File: src/rtl/pipe_ctrl.sv
// Pipeline stall/flush controller: priority stall vector, exception flush and held redirect.
// Optional STALL_PERF_EN adds saturating stall-cycle and flush counters.
module pipe_ctrl (
  input  logic        clk,
  input  logic        rst,
  input  logic        stallreq_if,
  input  logic        stallreq_id,
  input  logic        stallreq_ex,
  input  logic        stallreq_mem,
  input  logic [31:0] excepttype_i,
  input  logic [31:0] cp0_epc_i,
  input  logic        if_ready,
  output logic [5:0]  stall,
  output logic        flush,
  output logic [31:0] new_pc,
  output logic        redirect_valid
`ifdef STALL_PERF_EN
  ,
  output logic [31:0] stall_cycles,
  output logic [15:0] flush_count
`endif
);

  localparam logic [31:0] EXC_ERET   = 32'h0000_000e;
  localparam logic [31:0] EXC_VECTOR = 32'hBFC0_0380;

  typedef enum logic {RUN, REDIRECT} state_t;

  state_t      state_q, state_d;
  logic [31:0] new_pc_q, new_pc_d;
  logic [5:0]  req_vec;

  // The deepest requesting stage freezes itself and everything upstream of it.
  always_comb begin
    req_vec = 6'b000000;
    if (stallreq_mem)     req_vec = 6'b011111;
    else if (stallreq_ex) req_vec = 6'b001111;
    else if (stallreq_id) req_vec = 6'b000111;
    else if (stallreq_if) req_vec = 6'b000011;
  end

  always_comb begin
    state_d        = state_q;
    new_pc_d       = new_pc_q;
    stall          = 6'b000000;
    flush          = 1'b0;
    redirect_valid = 1'b0;
    // Outputs are gated by rst so they drop the moment reset asserts.
    if (rst) begin
      case (state_q)
        RUN: begin
          if (excepttype_i != 32'h0) begin
            flush    = 1'b1;
            new_pc_d = (excepttype_i == EXC_ERET) ? cp0_epc_i : EXC_VECTOR;
            state_d  = REDIRECT;
          end else begin
            stall = req_vec;
          end
        end
        REDIRECT: begin
          redirect_valid = 1'b1;
          stall          = 6'b000011 | req_vec;
          if (if_ready) state_d = RUN;
        end
        default: state_d = RUN;
      endcase
    end
  end

  always_ff @(posedge clk or negedge rst) begin
    if (!rst) begin
      state_q  <= RUN;
      new_pc_q <= 32'h0;
    end else begin
      state_q  <= state_d;
      new_pc_q <= new_pc_d;
    end
  end

  assign new_pc = new_pc_q;

`ifdef STALL_PERF_EN
  logic [31:0] stall_cycles_q, stall_cycles_d;
  logic [15:0] flush_count_q, flush_count_d;

  always_comb begin
    stall_cycles_d = stall_cycles_q;
    flush_count_d  = flush_count_q;
    if (stall[0] && (stall_cycles_q != 32'hFFFF_FFFF)) stall_cycles_d = stall_cycles_q + 32'd1;
    if (flush && (flush_count_q != 16'hFFFF))         flush_count_d  = flush_count_q + 16'd1;
  end

  always_ff @(posedge clk or negedge rst) begin
    if (!rst) begin
      stall_cycles_q <= 32'h0;
      flush_count_q  <= 16'h0;
    end else begin
      stall_cycles_q <= stall_cycles_d;
      flush_count_q  <= flush_count_d;
    end
  end

  assign stall_cycles = stall_cycles_q;
  assign flush_count  = flush_count_q;
`endif

endmodule
File: config.mk
export PLATFORM = sky130hd
export DESIGN_NAME = pipe_ctrl
export DESIGN_NICKNAME = d
export VERILOG_FILES = /design/src/rtl/pipe_ctrl.sv
export SDC_FILE = /design/constraint.sdc
export NUM_CORES = 1
export LEC_CHECK = 0
export ABC_AREA = 1
export ABC_CLOCK_PERIOD_IN_PS = 2680
export BUFFER_PORTS_ARGS = -buffer_cell sky130_fd_sc_hd__buf_2
export CORE_MARGIN = 4
export CORE_UTILIZATION = 46
export CTS_BUF_LIST = sky130_fd_sc_hd__clkbuf_16
export DETAILED_ROUTE_END_ITERATION = 8
export GPL_TIMING_DRIVEN = 0
export PLACE_DENSITY = 0.95
export RECOVER_POWER = 50
export SLEW_MARGIN = 30
export SYNTH_ARGS = -nofsm -noshare
export SYNTH_HDL_FRONTEND = slang
export SYNTH_SLANG_ARGS = --single-unit
File: constraint.sdc
create_clock -name clk -period 2.68 [get_ports clk]
set_clock_uncertainty 0.05 [all_clocks]
set_input_delay 0.67 -clock clk [delete_from_list [all_inputs] [get_ports clk]]
set_output_delay 0.67 -clock clk [all_outputs]
set_load 0.01 [all_outputs]
== Yosys cells after proc, flatten, opt, wreduce, memory -nomap -nowiden ==
Index checks and enable logic that the tools add are counted.
Word-level totals
  register bits after elaboration: 33
  latch bits: 0
  RAM bits: 0
  ROM bits: 0
  bits of input ports: 71
  output and inout bits: 40
  word-level logic and storage cells: 21
  memories kept: 0
Cells by class
  add/subtract/negate cells: 0
  multipliers: 0
  divide/modulo/power cells: 0
  order comparisons: 0
  equal/unequal tests: 1
  shifts and indexed selects: 0
  multiplexer cells: 15
  bitwise operators: 1
  reduce and logical (&&, ||, !) cells: 2
Operators with widths (count)
  == test 32 x 4 -> 1 bit, second input constant: 1
  two-way mux 32 bit: 1
  nonzero test 32 bit: 1
  two-way mux 6 bit: 3
  case mux 6 bit (2 select lines): 1
  two-way mux 1 bit: 6
  two-way mux 4 bit: 1
  two-way mux 3 bit: 1
  AND reduction 3 bit: 1
  two-way mux 2 bit: 1
  case mux 1 bit (2 select lines): 1
  NOT 1 bit: 1

== Depth between registers and ports, before layout ==
  word-level depth: 7
  gate-level depth with buffers: 10
  depth with buffers taken out: 9

== Least setup slack after synthesis ==
No wires, ideal clock.
  path type: input to output
  start: input port excepttype_i[31]
  end: output port stall[1]
  data arrival time: 1.647 ns
  required time: 1.960 ns
  path slack: 0.313 ns
  cell stages on the path: 8
  path buffers: 1
  cells stage by stage: nor2_1 -> nand2_1 -> nor2_2 -> nand2_2 -> o21ai_0 -> nand2_1 -> nor2_1 -> buf_4
Between the ends
  cells in the longest elaborated chain, start to end: 4
Ends and longest elaborated chain
  start, declared: RTL line 10  | input logic [31:0] excepttype_i,
  nonzero test 32 bit: RTL line 52  | if (excepttype_i != 32'h0) begin
  two-way mux 6 bit: RTL line 52
  case mux 6 bit (2 select lines): RTL line 50  | case (state_q)
  two-way mux 6 bit: RTL line 49  | if (rst) begin
  end, declared: RTL line 13  | output logic [5:0] stall,
Every way passes these cells.

== Worst setup path in the final report ==
  start: input port rst
  end: output port flush
Between the ends
  cells in the longest elaborated chain, start to end: 1
Ends and longest elaborated chain
  start, declared: RTL line 5  | input logic rst,
  two-way mux 1 bit: RTL line 49
  end, declared: RTL line 14  | output logic flush,
Every way passes these cells.

==> results_dict.tcl <==
set metrics [dict create \
    start_util_pct 48.7 \
    hold_buffers 0 \
    gp_congestion 0.758 \
    whs_ps 186 \
    end_kind "output port" \
    cts_sinks 33 \
    crit_slowest_cell "buf_2" \
    post_cts_buffers 0 \
    yosys_warnings 0 \
    grt-busiest-layer "met2" \
    die_x_um 71.2 \
    setup_viol 0 \
    drive_gt1_share_pct 32.5 \
    ys_ff_latch 33 \
    die_h_um 71.2 \
    ios 111 \
    pwr_density_cell_mw_per_mm2 623 \
    area_delta_synth_final_pct 41.5 \
    cts_tree "yes" \
    routed_wl_um 4690 \
    synth.distinct_cells 17 \
    via_count 1907 \
    vias_per_cell 4.45 \
    dp.cells 421 \
    cts_root_buffer "clkbuf_16" \
    synth_fp_nets 335 \
    fin_crit_sh_pct 94.2 \
    grt_pass1_vias 1722 \
    drc 0 \
    htree_levels 2 \
    crit_buf_inv 5 \
    crit_type "input pin to output port" \
    grt_antenna_before_repair 0 \
    fin_ws_ps 156 \
    rsz0062_at_grt "no" \
    cts_buffer_depth 2 \
    synth_area_mm2 0.00184 \
    drt_iter0_drc 98 \
    drt-pass1-iter-count 4 \
    worstReg2RegEnd "new_pc[3]" \
    clkLatencyLatePin_ps 270 \
    ant_nets 0 \
    cp.required_ps 1960 \
    max_freq_ghz 0.396 \
    grt_pass1_wl_um 7200 \
    antennaDiodeCount 0 \
    die_area_mm2 0.00507 \
    r2r-start "state_q" \
    critPathTopFamily "buffers and inverters" \
    vdd_drop_max_v 0.000322 \
    cts_resized 2 \
    period_needed_ps 2520 \
    rrSetupSlack_ps 1240 \
    grt.met1_usage_pct 20.7 \
    dpl.hpwl_um 3660 \
    wl_per_cell_um 10.9 \
    p_total_mw 1.62 \
    critPathArrivalTime_ps 1800 \
    grt_use_met2_pct 31.1 \
    portBuffers 109 \
    hold_violations 0 \
    fill_cells 325 \
    grt_use_met3_pct 4.69 \
    slew_violations 0 \
    syn_area_per_cell_um2 6.95 \
    rr_worst_depth 6 \
    maxCapViolCount 0 \
    grt_usage_pct 17.5 \
    path_clk_slew_ps 50 \
    grt_max_degree 38 \
    crit_chain "buf_12, inv_1, nor2_2, inv_1, nor2_2, buf_2, buf_2" \
    cp_max_fo 37 \
    run_status "completed" \
    post-route-util_pct 68.9 \
    rows 22 \
    cts_inserted_buffers 5 \
    dpl_worst_slack_ps -410 \
    core_region_area_mm2 0.00377 \
    min-delay-path-class "input pin to async pin" \
    synth-seq-area-share_pct 45.0 \
    grt_overflow 0 \
    synth_cells 264 \
    p_leak_nw 1.58 \
    cp-start-kind "input pin" \
    stdcell_count 429 \
    nets 451 \
    max_stage_delay_ps 250 \
]
state kept, by name, summed over array words and instances (netlist names):
signal	cells
new_pc	32
state_q	1
layout by cell type, fill, tap and decap left out:
| cell type | count |
|---|---|
| nand2_1 | 109 |
| buf_2 | 96 |
| nor2_1 | 45 |
| inv_1 | 34 |
| dfrtp_1 | 33 |
| clkbuf_1 | 19 |
| nand3b_1 | 12 |
| nand2_2 | 8 |
| nor2_2 | 6 |
| clkbuf_16 | 5 |
| buf_6 | 2 |
| buf_12 | 2 |
| buf_4 | 2 |
| nand3_1 | 1 |
| o21ai_1 | 1 |
| nor4_1 | 1 |
| inv_2 | 1 |
| o21ai_4 | 1 |
| conb_1 | 1 |
| bufinv_16 | 1 |
| clkinv_1 | 1 |
metal layers:
layer | vias up | wire [um]
met4 | 0 | 14
met2 | 71 | 2390
li1 | 1001 | -
met5 | - | 0
met3 | 2 | 390
met1 | 833 | 1890
worst register-to-register path, cell delays in order, from the launching register on:
cell	delay [ps]
dfrtp_1	430
nor2_2	190
inv_1	70
nor2_2	220
buf_2	270
nand2_1	90
nand2_1	60
worst max path at each step:
stage                          start       end  slack [ps]  depth (start not counted)
floorplan           excepttype_i[31]  stall[1]         310                          8
global placement                 rst     flush        -370                          7
CTS                              rst     flush           9                          7
global route        excepttype_i[13]  stall[1]          20                         10
detailed placement               rst     flush        -410                          7
finish                           rst     flush         160                          7
per-stage QoR:
| step | area [um2] | setup TNS, ps |
|---|---|---|
| 4_1_cts | 2610 | 0 |
| 3_5_place_dp | 2440 | -413 |
| 5_1_grt | 2600 | 0 |
| 6_report | 2600 | 0 |
| 3_3_place_gp | 2440 | -367 |
| 2_1_floorplan | 1840 | 0 |
cell type report:
cell class	count	area, um2	share of cell area (%)
clock buffer	5	125	4.82
clock inverter	3	37.5	1.45
tap	48	60.1	2.31
timing repair buffer	109	537	20.7
inverter	34	128	4.91
multi-input combinational	185	792	30.5
sequential	33	826	31.8
buffer	12	92.6	3.56
synthesized netlist by cell type, drive strengths merged:
library cell  number  share of area, %
nand2            117                25
nor2              51                11
inv               34               7.0
dfrtp             33                45
buf               12               5.0
nand3b            12               4.9
o21ai              2               1.2
conb               1              0.20
nand3              1              0.27
nor4               1              0.34
where the power goes:
| group | switching [mW] | leakage [nW] | internal, mW |
|---|---|---|---|
| combinational | 0.219 | 1.07 | 0.171 |
| sequential | 0.0467 | 0.427 | 0.570 |
| clock | 0.181 | 0.0826 | 0.430 |
| total | 0.446 | 1.58 | 1.17 |
cells by family after synthesis:
logic type	Yosys count	share of synthesized area, %
AND/OR/NAND/NOR	182	41.6
buffers and inverters	46	12.0
flip-flops	33	45.0
AO/OA/AOI/OAI	2	1.16
other	1	0.204
Power figures use the tool's default switching activity.
